--- src/rtl/multicycle_control.sv ---
`default_nettype none
// ============================================================================
// Module      : multicycle_control
// Description : Main control FSM for a multicycle MIPS-style datapath.
//               Sequences FETCH / DECODE and the per-class execute and
//               write-back steps, and decodes every datapath control strobe
//               combinationally from the current state (plus opcode_reg and
//               zero where a state needs them).
//
//   Ports
//     clk          in   rising-edge clock
//     reset        in   asynchronous, active-low reset
//     opcode_reg   in   [5:0] instruction-register opcode
//     zero         in   ALU zero flag
//     flag_R_type  in   decoder R-type class flag (steers DECODE)
//     flag_I_type  in   decoder I-type class flag (not used for steering)
//     flag_J_type  in   decoder J-type class flag (not used for steering)
//     pc_en        out  PC load strobe
//     IorD         out  memory address select (0 = PC, 1 = ALUOut)
//     MemWrite     out  memory write strobe
//     IRWrite      out  instruction register load
//     RegWrite     out  register file write strobe
//     MemtoReg     out  write-back select (1 = MDR)
//     ALUSrcA      out  ALU A select (0 = PC, 1 = register A)
//     ALUSrcB      out  [1:0] ALU B select (B / 4 / sext imm / imm<<2)
//     PCSrc        out  [1:0] PC source (ALU result / ALUOut / jump target)
//     link_sel     out  write PC into $31 (jal link)
//     illegal_op   out  one-cycle pulse on an unrecognised opcode
//     state        out  [3:0] current state encoding (debug)
//     instr_done   out  one-cycle pulse on the last cycle of an instruction
//
//   Compile-time option
//     JAL_LINK_EN  when defined, jal also writes the return address ($31)
//                  during JUMP; otherwise jal behaves exactly like j.
//
// Revision    : 1.0 - initial release
// ============================================================================
module multicycle_control (
    input  logic       clk,
    input  logic       reset,
    input  logic [5:0] opcode_reg,
    input  logic       zero,
    input  logic       flag_R_type,
    input  logic       flag_I_type,
    input  logic       flag_J_type,
    output logic       pc_en,
    output logic       IorD,
    output logic       MemWrite,
    output logic       IRWrite,
    output logic       RegWrite,
    output logic       MemtoReg,
    output logic       ALUSrcA,
    output logic       link_sel,
    output logic       illegal_op,
    output logic [1:0] ALUSrcB,
    output logic [1:0] PCSrc,
    output logic [3:0] state,
    output logic       instr_done
);

    // State encodings are architecturally visible on the debug port.
    localparam logic [3:0] c_FETCH     = 4'd0;
    localparam logic [3:0] c_DECODE    = 4'd1;
    localparam logic [3:0] c_MEM_ADR   = 4'd2;
    localparam logic [3:0] c_MEM_READ  = 4'd3;
    localparam logic [3:0] c_MEM_WB    = 4'd4;
    localparam logic [3:0] c_MEM_WRITE = 4'd5;
    localparam logic [3:0] c_EXECUTE   = 4'd6;
    localparam logic [3:0] c_ALU_WB    = 4'd7;
    localparam logic [3:0] c_IMM_EXEC  = 4'd8;
    localparam logic [3:0] c_IMM_WB    = 4'd9;
    localparam logic [3:0] c_BRANCH    = 4'd10;
    localparam logic [3:0] c_JUMP      = 4'd11;

    localparam logic [5:0] c_OP_LW   = 6'h23;
    localparam logic [5:0] c_OP_SW   = 6'h2B;
    localparam logic [5:0] c_OP_ADDI = 6'h08;
    localparam logic [5:0] c_OP_ANDI = 6'h0C;
    localparam logic [5:0] c_OP_ORI  = 6'h0D;
    localparam logic [5:0] c_OP_LUI  = 6'h0F;
    localparam logic [5:0] c_OP_BEQ  = 6'h04;
    localparam logic [5:0] c_OP_BNE  = 6'h05;
    localparam logic [5:0] c_OP_J    = 6'h02;
    localparam logic [5:0] c_OP_JAL  = 6'h03;

    logic [3:0] r_state;
    logic [3:0] w_next_state;

    // Opcode classes. Loads/stores are recognised from the opcode alone:
    // the decoder's own class flags mark lui as a store, so they cannot be
    // trusted for memory steering, and the I/J flags are not consulted.
    logic w_op_mem;
    logic w_op_imm;
    logic w_op_branch;
    logic w_op_jump;
    logic w_decode_illegal;
    logic w_branch_taken;
    logic w_unused_flags;

    assign w_op_mem    = (opcode_reg == c_OP_LW) || (opcode_reg == c_OP_SW);
    assign w_op_imm    = (opcode_reg == c_OP_ADDI) || (opcode_reg == c_OP_ANDI) ||
                         (opcode_reg == c_OP_ORI)  || (opcode_reg == c_OP_LUI);
    assign w_op_branch = (opcode_reg == c_OP_BEQ) || (opcode_reg == c_OP_BNE);
    assign w_op_jump   = (opcode_reg == c_OP_J)   || (opcode_reg == c_OP_JAL);

    assign w_decode_illegal = !(w_op_mem || flag_R_type || w_op_imm ||
                                w_op_branch || w_op_jump);

    assign w_branch_taken = ((opcode_reg == c_OP_BEQ) &&  zero) ||
                            ((opcode_reg == c_OP_BNE) && !zero);

    assign w_unused_flags = flag_I_type | flag_J_type;

    // ------------------------------------------------------------------
    // Next-state logic. Terminal states and the unused encodings 12-15
    // all fall through to FETCH via the default arm.
    // ------------------------------------------------------------------
    always_comb begin
        w_next_state = c_FETCH;
        case (r_state)
            c_FETCH:    w_next_state = c_DECODE;
            c_DECODE: begin
                if (w_op_mem)         w_next_state = c_MEM_ADR;
                else if (flag_R_type) w_next_state = c_EXECUTE;
                else if (w_op_imm)    w_next_state = c_IMM_EXEC;
                else if (w_op_branch) w_next_state = c_BRANCH;
                else if (w_op_jump)   w_next_state = c_JUMP;
                else                  w_next_state = c_FETCH;
            end
            c_MEM_ADR:  w_next_state = (opcode_reg == c_OP_LW) ? c_MEM_READ : c_MEM_WRITE;
            c_MEM_READ: w_next_state = c_MEM_WB;
            c_EXECUTE:  w_next_state = c_ALU_WB;
            c_IMM_EXEC: w_next_state = c_IMM_WB;
            default:    w_next_state = c_FETCH;
        endcase
    end

    always_ff @(posedge clk or negedge reset) begin
        if (!reset) begin
            r_state <= c_FETCH;
        end else begin
            r_state <= w_next_state;
        end
    end

    // ------------------------------------------------------------------
    // Output decode. The whole decode is gated by reset so that the
    // FETCH strobes (IRWrite, pc_en) stay low while the block is held in
    // reset, and an asynchronous reset kills any in-flight write at once.
    // ------------------------------------------------------------------
    always_comb begin
        pc_en      = 1'b0;
        IorD       = 1'b0;
        MemWrite   = 1'b0;
        IRWrite    = 1'b0;
        RegWrite   = 1'b0;
        MemtoReg   = 1'b0;
        ALUSrcA    = 1'b0;
        link_sel   = 1'b0;
        illegal_op = 1'b0;
        ALUSrcB    = 2'd0;
        PCSrc      = 2'd0;
        instr_done = 1'b0;
        if (reset) begin
            case (r_state)
                c_FETCH: begin
                    IRWrite = 1'b1;
                    pc_en   = 1'b1;
                    ALUSrcB = 2'd1;
                end
                c_DECODE: begin
                    // Branch target (PC + imm<<2) is computed speculatively.
                    ALUSrcB    = 2'd3;
                    illegal_op = w_decode_illegal;
                    instr_done = w_decode_illegal;
                end
                c_MEM_ADR: begin
                    ALUSrcA = 1'b1;
                    ALUSrcB = 2'd2;
                end
                c_MEM_READ: begin
                    IorD = 1'b1;
                end
                c_MEM_WB: begin
                    RegWrite   = 1'b1;
                    MemtoReg   = 1'b1;
                    instr_done = 1'b1;
                end
                c_MEM_WRITE: begin
                    IorD       = 1'b1;
                    MemWrite   = 1'b1;
                    instr_done = 1'b1;
                end
                c_EXECUTE: begin
                    ALUSrcA = 1'b1;
                end
                c_ALU_WB: begin
                    RegWrite   = 1'b1;
                    instr_done = 1'b1;
                end
                c_IMM_EXEC: begin
                    ALUSrcA = 1'b1;
                    ALUSrcB = 2'd2;
                end
                c_IMM_WB: begin
                    RegWrite   = 1'b1;
                    instr_done = 1'b1;
                end
                c_BRANCH: begin
                    ALUSrcA    = 1'b1;
                    PCSrc      = 2'd1;
                    pc_en      = w_branch_taken;
                    instr_done = 1'b1;
                end
                c_JUMP: begin
                    pc_en      = 1'b1;
                    PCSrc      = 2'd2;
                    instr_done = 1'b1;
`ifdef JAL_LINK_EN
                    if (opcode_reg == c_OP_JAL) begin
                        RegWrite = 1'b1;
                        link_sel = 1'b1;
                    end
`endif
                end
                default: ;
            endcase
        end
    end

    assign state = r_state;

endmodule
`default_nettype wire
--- config.mk ---
export PLATFORM = sky130hd
export DESIGN_NAME = multicycle_control
export DESIGN_NICKNAME = d
export VERILOG_FILES = /design/src/rtl/multicycle_control.sv
export SDC_FILE = /design/constraint.sdc
export NUM_CORES = 1
export LEC_CHECK = 0
export BUFFER_PORTS_ARGS = -buffer_cell sky130_fd_sc_hd__buf_2
export CORE_MARGIN = 3
export CORE_UTILIZATION = 40
export DETAILED_ROUTE_END_ITERATION = 8
export PLACE_DENSITY = 0.73
export SKIP_LAST_GASP = 1
export SYNTH_ARGS = -nofsm -noshare
export SYNTH_HDL_FRONTEND = slang
export SYNTH_SLANG_ARGS = --single-unit
export TNS_END_PERCENT = 10
--- constraint.sdc ---
create_clock -name clk -period 1.8 [get_ports clk]
set_clock_uncertainty 0.2 [all_clocks]
set_input_delay 0.18 -clock clk [delete_from_list [all_inputs] [get_ports clk]]
set_output_delay 0.18 -clock clk [all_outputs]
set_load 0.05 [all_outputs]
==> reports/qor.yml <==
outcome:
  status: "complete, but fails checks"
  violations: "setup timing"
worst_setup_path:
  crit_required_ps: 1420
  cp_slowest_cell: "or4b_4"
  arrival_ps: 1740
  r2r_slack_ps: 90
  crit_buf_inv: 1
  path_cells: "or4b_4, nor2_4, nand3_4, o21ai_4, buf_6"
  critPathLaunch: "state[3]"
  crit_end: "instr_done"
  r2r-start: "state[3]"
  worst_r2r_path_depth: 5
  critPathKind: "flop to output pin"
  cp_max_fo: 2
  path_depth: 5
  cp_top_family: "simple AND/OR/NAND/NOR gates"
  max_stage_delay_ps: 560
  critPathCaptureType: "output pin"
  r2r_end: "state[0]"
  startpoint_type: "flop"
placement:
  dp_hpwl_mm: 1.36
  gp_congestion: 0.780
  portBuffers: 26
  preCtsSetupSlack_ps: -188
route:
  first_pass_iters: 4
  num_vias: 701
  route.detailed.drc: 0
  drt_iter0_markers: 11
  ant_nets: 0
  via_per_inst: 5.48
  wl_per_cell_um: 13.2
  wirelength_mm: 1.68
timing:
  max_freq_mhz: 472
  rsz0062_at_grt: "true"
  worst_slew_pin_slew_ps: 792
  period_needed_ps: 2120
  whs_ps: 173
  slew_viol_final: 0
  final_hold_viol_count: 0
  fin_ws_ps: -320
  slew_headroom_pct: 46.8
  setup_tns_ps: -2400
  finalSetupViolations: 13
  finalCritPeriodShare_pct: 118
cts:
  cts_root_buf: "clkbuf_4"
  insertion_delay_ps: 230
  numCtsBuffers: 3
  cts.path.max_buffers: 2
  clock_sinks: 4
  cts_tree: "yes"
  htree_num_levels: 1
  clkTransAtPathRegs_ps: 40
global_route:
  grt_overflow: 0
  grt_pass1_wl_mm: 2.80
  grt_antenna_before_repair: 0
  grt_max_degree: 13
  grt_pass1_vias: 621
  track_usage_pct: 19.1
floorplanning:
  die_y_um: 43.6
  dieArea_um2: 1900
  start_util_pct: 46.4
  ios: 30
  die_x_um: 43.6
  num_rows: 12
  core_um2: 1220
cells_and_area:
  largest_reg_flops: 4
  drive_gt1_share_pct: 57.0
  num_antenna_cells: 0
  final_nets: 128
  fillCellCount: 109
  area_growth_pct: 61.9
  post-route-util_pct: 75.1
logic_synthesis:
  yosysWarnings: 0
  synthCells: 74
  yosysSeqAreaShare_pct: 17.7
  synthMuxAreaShare_pct: 1.77
  syn_area_per_cell_um2: 7.63
  synthFlopType: "dfrtp_1"
  synth_xor_area_share_pct: 7.76
  synthTopCellsByArea: "dfrtp_1 18%, xor2_1 6.2%, nor3_1 5.3%"
  syn_area_um2: 564
  synth_area_leader_cell: "dfrtp_1"
  synth_nets: 86
  yosys.area_share.simple_pct: 40.4
  synth_compound_area_share_pct: 21.5
  synth_top_family_by_area: "simple AND/OR/NAND/NOR gates"
  synth.top_cell.area_share_pct: 17.7
  ys_seq_elements: 4
  synth.distinct_cells: 40
  synth_edf_count: 0
  async_flop_share_pct: 100
  synth_fa_ha_area_share_pct: 0
min_path:
  hold_class: "input port to flop"
flow_run:
  cap_violations: 0
pwr:
  ir_drop_uv: 855
  powerDensity_nw_per_um2: 1620
  finalPower_mw: 1.48
  p_leak_nw: 0.430
routing by layer:
metal  part of all wire (%)  wire [um]  vias to the layer above  track usage [%]
met4                    1.1         19                        0             5.42
met1                     43        720                      326             24.6
met5                      0          0                        -                0
li1                       -          -                      349                -
met3                    5.0         84                        3             1.66
met2                     51        860                       23             33.4
Yosys cell counts (2+ instances only):
| cell | count |
|---|---|
| or2_1 | 2 |
| nor2b_1 | 2 |
| inv_1 | 4 |
| nand4b_1 | 2 |
| xor2_1 | 4 |
| nand2_1 | 6 |
| a21oi_1 | 3 |
| buf_6 | 2 |
| nor3b_1 | 2 |
| clkbuf_1 | 2 |
| nor3_1 | 6 |
| dfrtp_1 | 4 |
| nor2_1 | 7 |
| nand2b_1 | 2 |
tightest hold or removal path: stages:
cell     delay, ps
buf_2          100
buf_4          120
nor2_1          50
o32ai_1        100
how the worst min path moves through the flow:
| stage | from | end | slack, ps | depth (start not counted) |
|---|---|---|---|---|
| after floorplan | reset | state[0] | -320 | 0 |
| after global placement | reset | state[0] | -60 | 2 |
| after detailed placement | reset | state[0] | -50 | 2 |
| after CTS | opcode_reg[3] | state[2] | 170 | 4 |
| after global routing | opcode_reg[3] | state[2] | 210 | 4 |
| final | opcode_reg[3] | state[2] | 170 | 4 |
what timing repair did:
| item | 4_1_cts | 5_1_grt |
|---|---|---|
| hold endpoints to repair | 4 | 0 |
| setup endpoints to repair | 13 | 13 |
| resized for setup | 5 | 0 |
| setup buffers | 0 | 0 |
| pin swaps | 0 | 4 |
| hold buffers | 1 | 0 |
| cloned | 0 | 0 |
cell families after synthesis:
group / count (synthesis)
muxes: 1
AOI/OAI and AO/OA: 15
DFF: 4
xor gates and xnor gates: 5
other: 1
buffers and inverters: 10
and+or+nand+nor: 38
cell type report:
| class | instances | area, um2 | share of cell area, % |
|---|---|---|---|
| clock buffers | 3 | 22.5 | 2.47 |
| flip-flops and latches | 4 | 105 | 11.5 |
| multi-input cells | 60 | 484 | 53.0 |
| repair buffers | 43 | 269 | 29.5 |
| well taps | 14 | 17.5 | 1.92 |
| inverters | 4 | 15.0 | 1.64 |
cell usage in the layout (no fill, tap or decap), drive strengths merged, types with 2 or more instances in the layout:
cell type  count
dfrtp          4
nor2           8
nand2          6
nor3b          2
nor2b          2
or2            2
clkbuf         3
buf           42
a21oi          3
xor2           4
nor3           6
nand4b         2
inv            4
o22ai          2
o21ai          2
nand2b         2
nand3          2
through the flow:
stage / instance area, um2 / instances
2_1_floorplan: 649 / 74
3_3_place_gp: 863 / 124
3_5_place_dp: 863 / 124
4_1_cts: 913 / 128
5_1_grt: 913 / 128
6_report: 913 / 128
report_power, final:
| group | internal (mW) | switching [mW] |
|---|---|---|
| sequential | 0.129 | 0.0174 |
| combinational | 0.431 | 0.788 |
| clock | 0.0746 | 0.0367 |
Power figures use the tool's default switching activity.
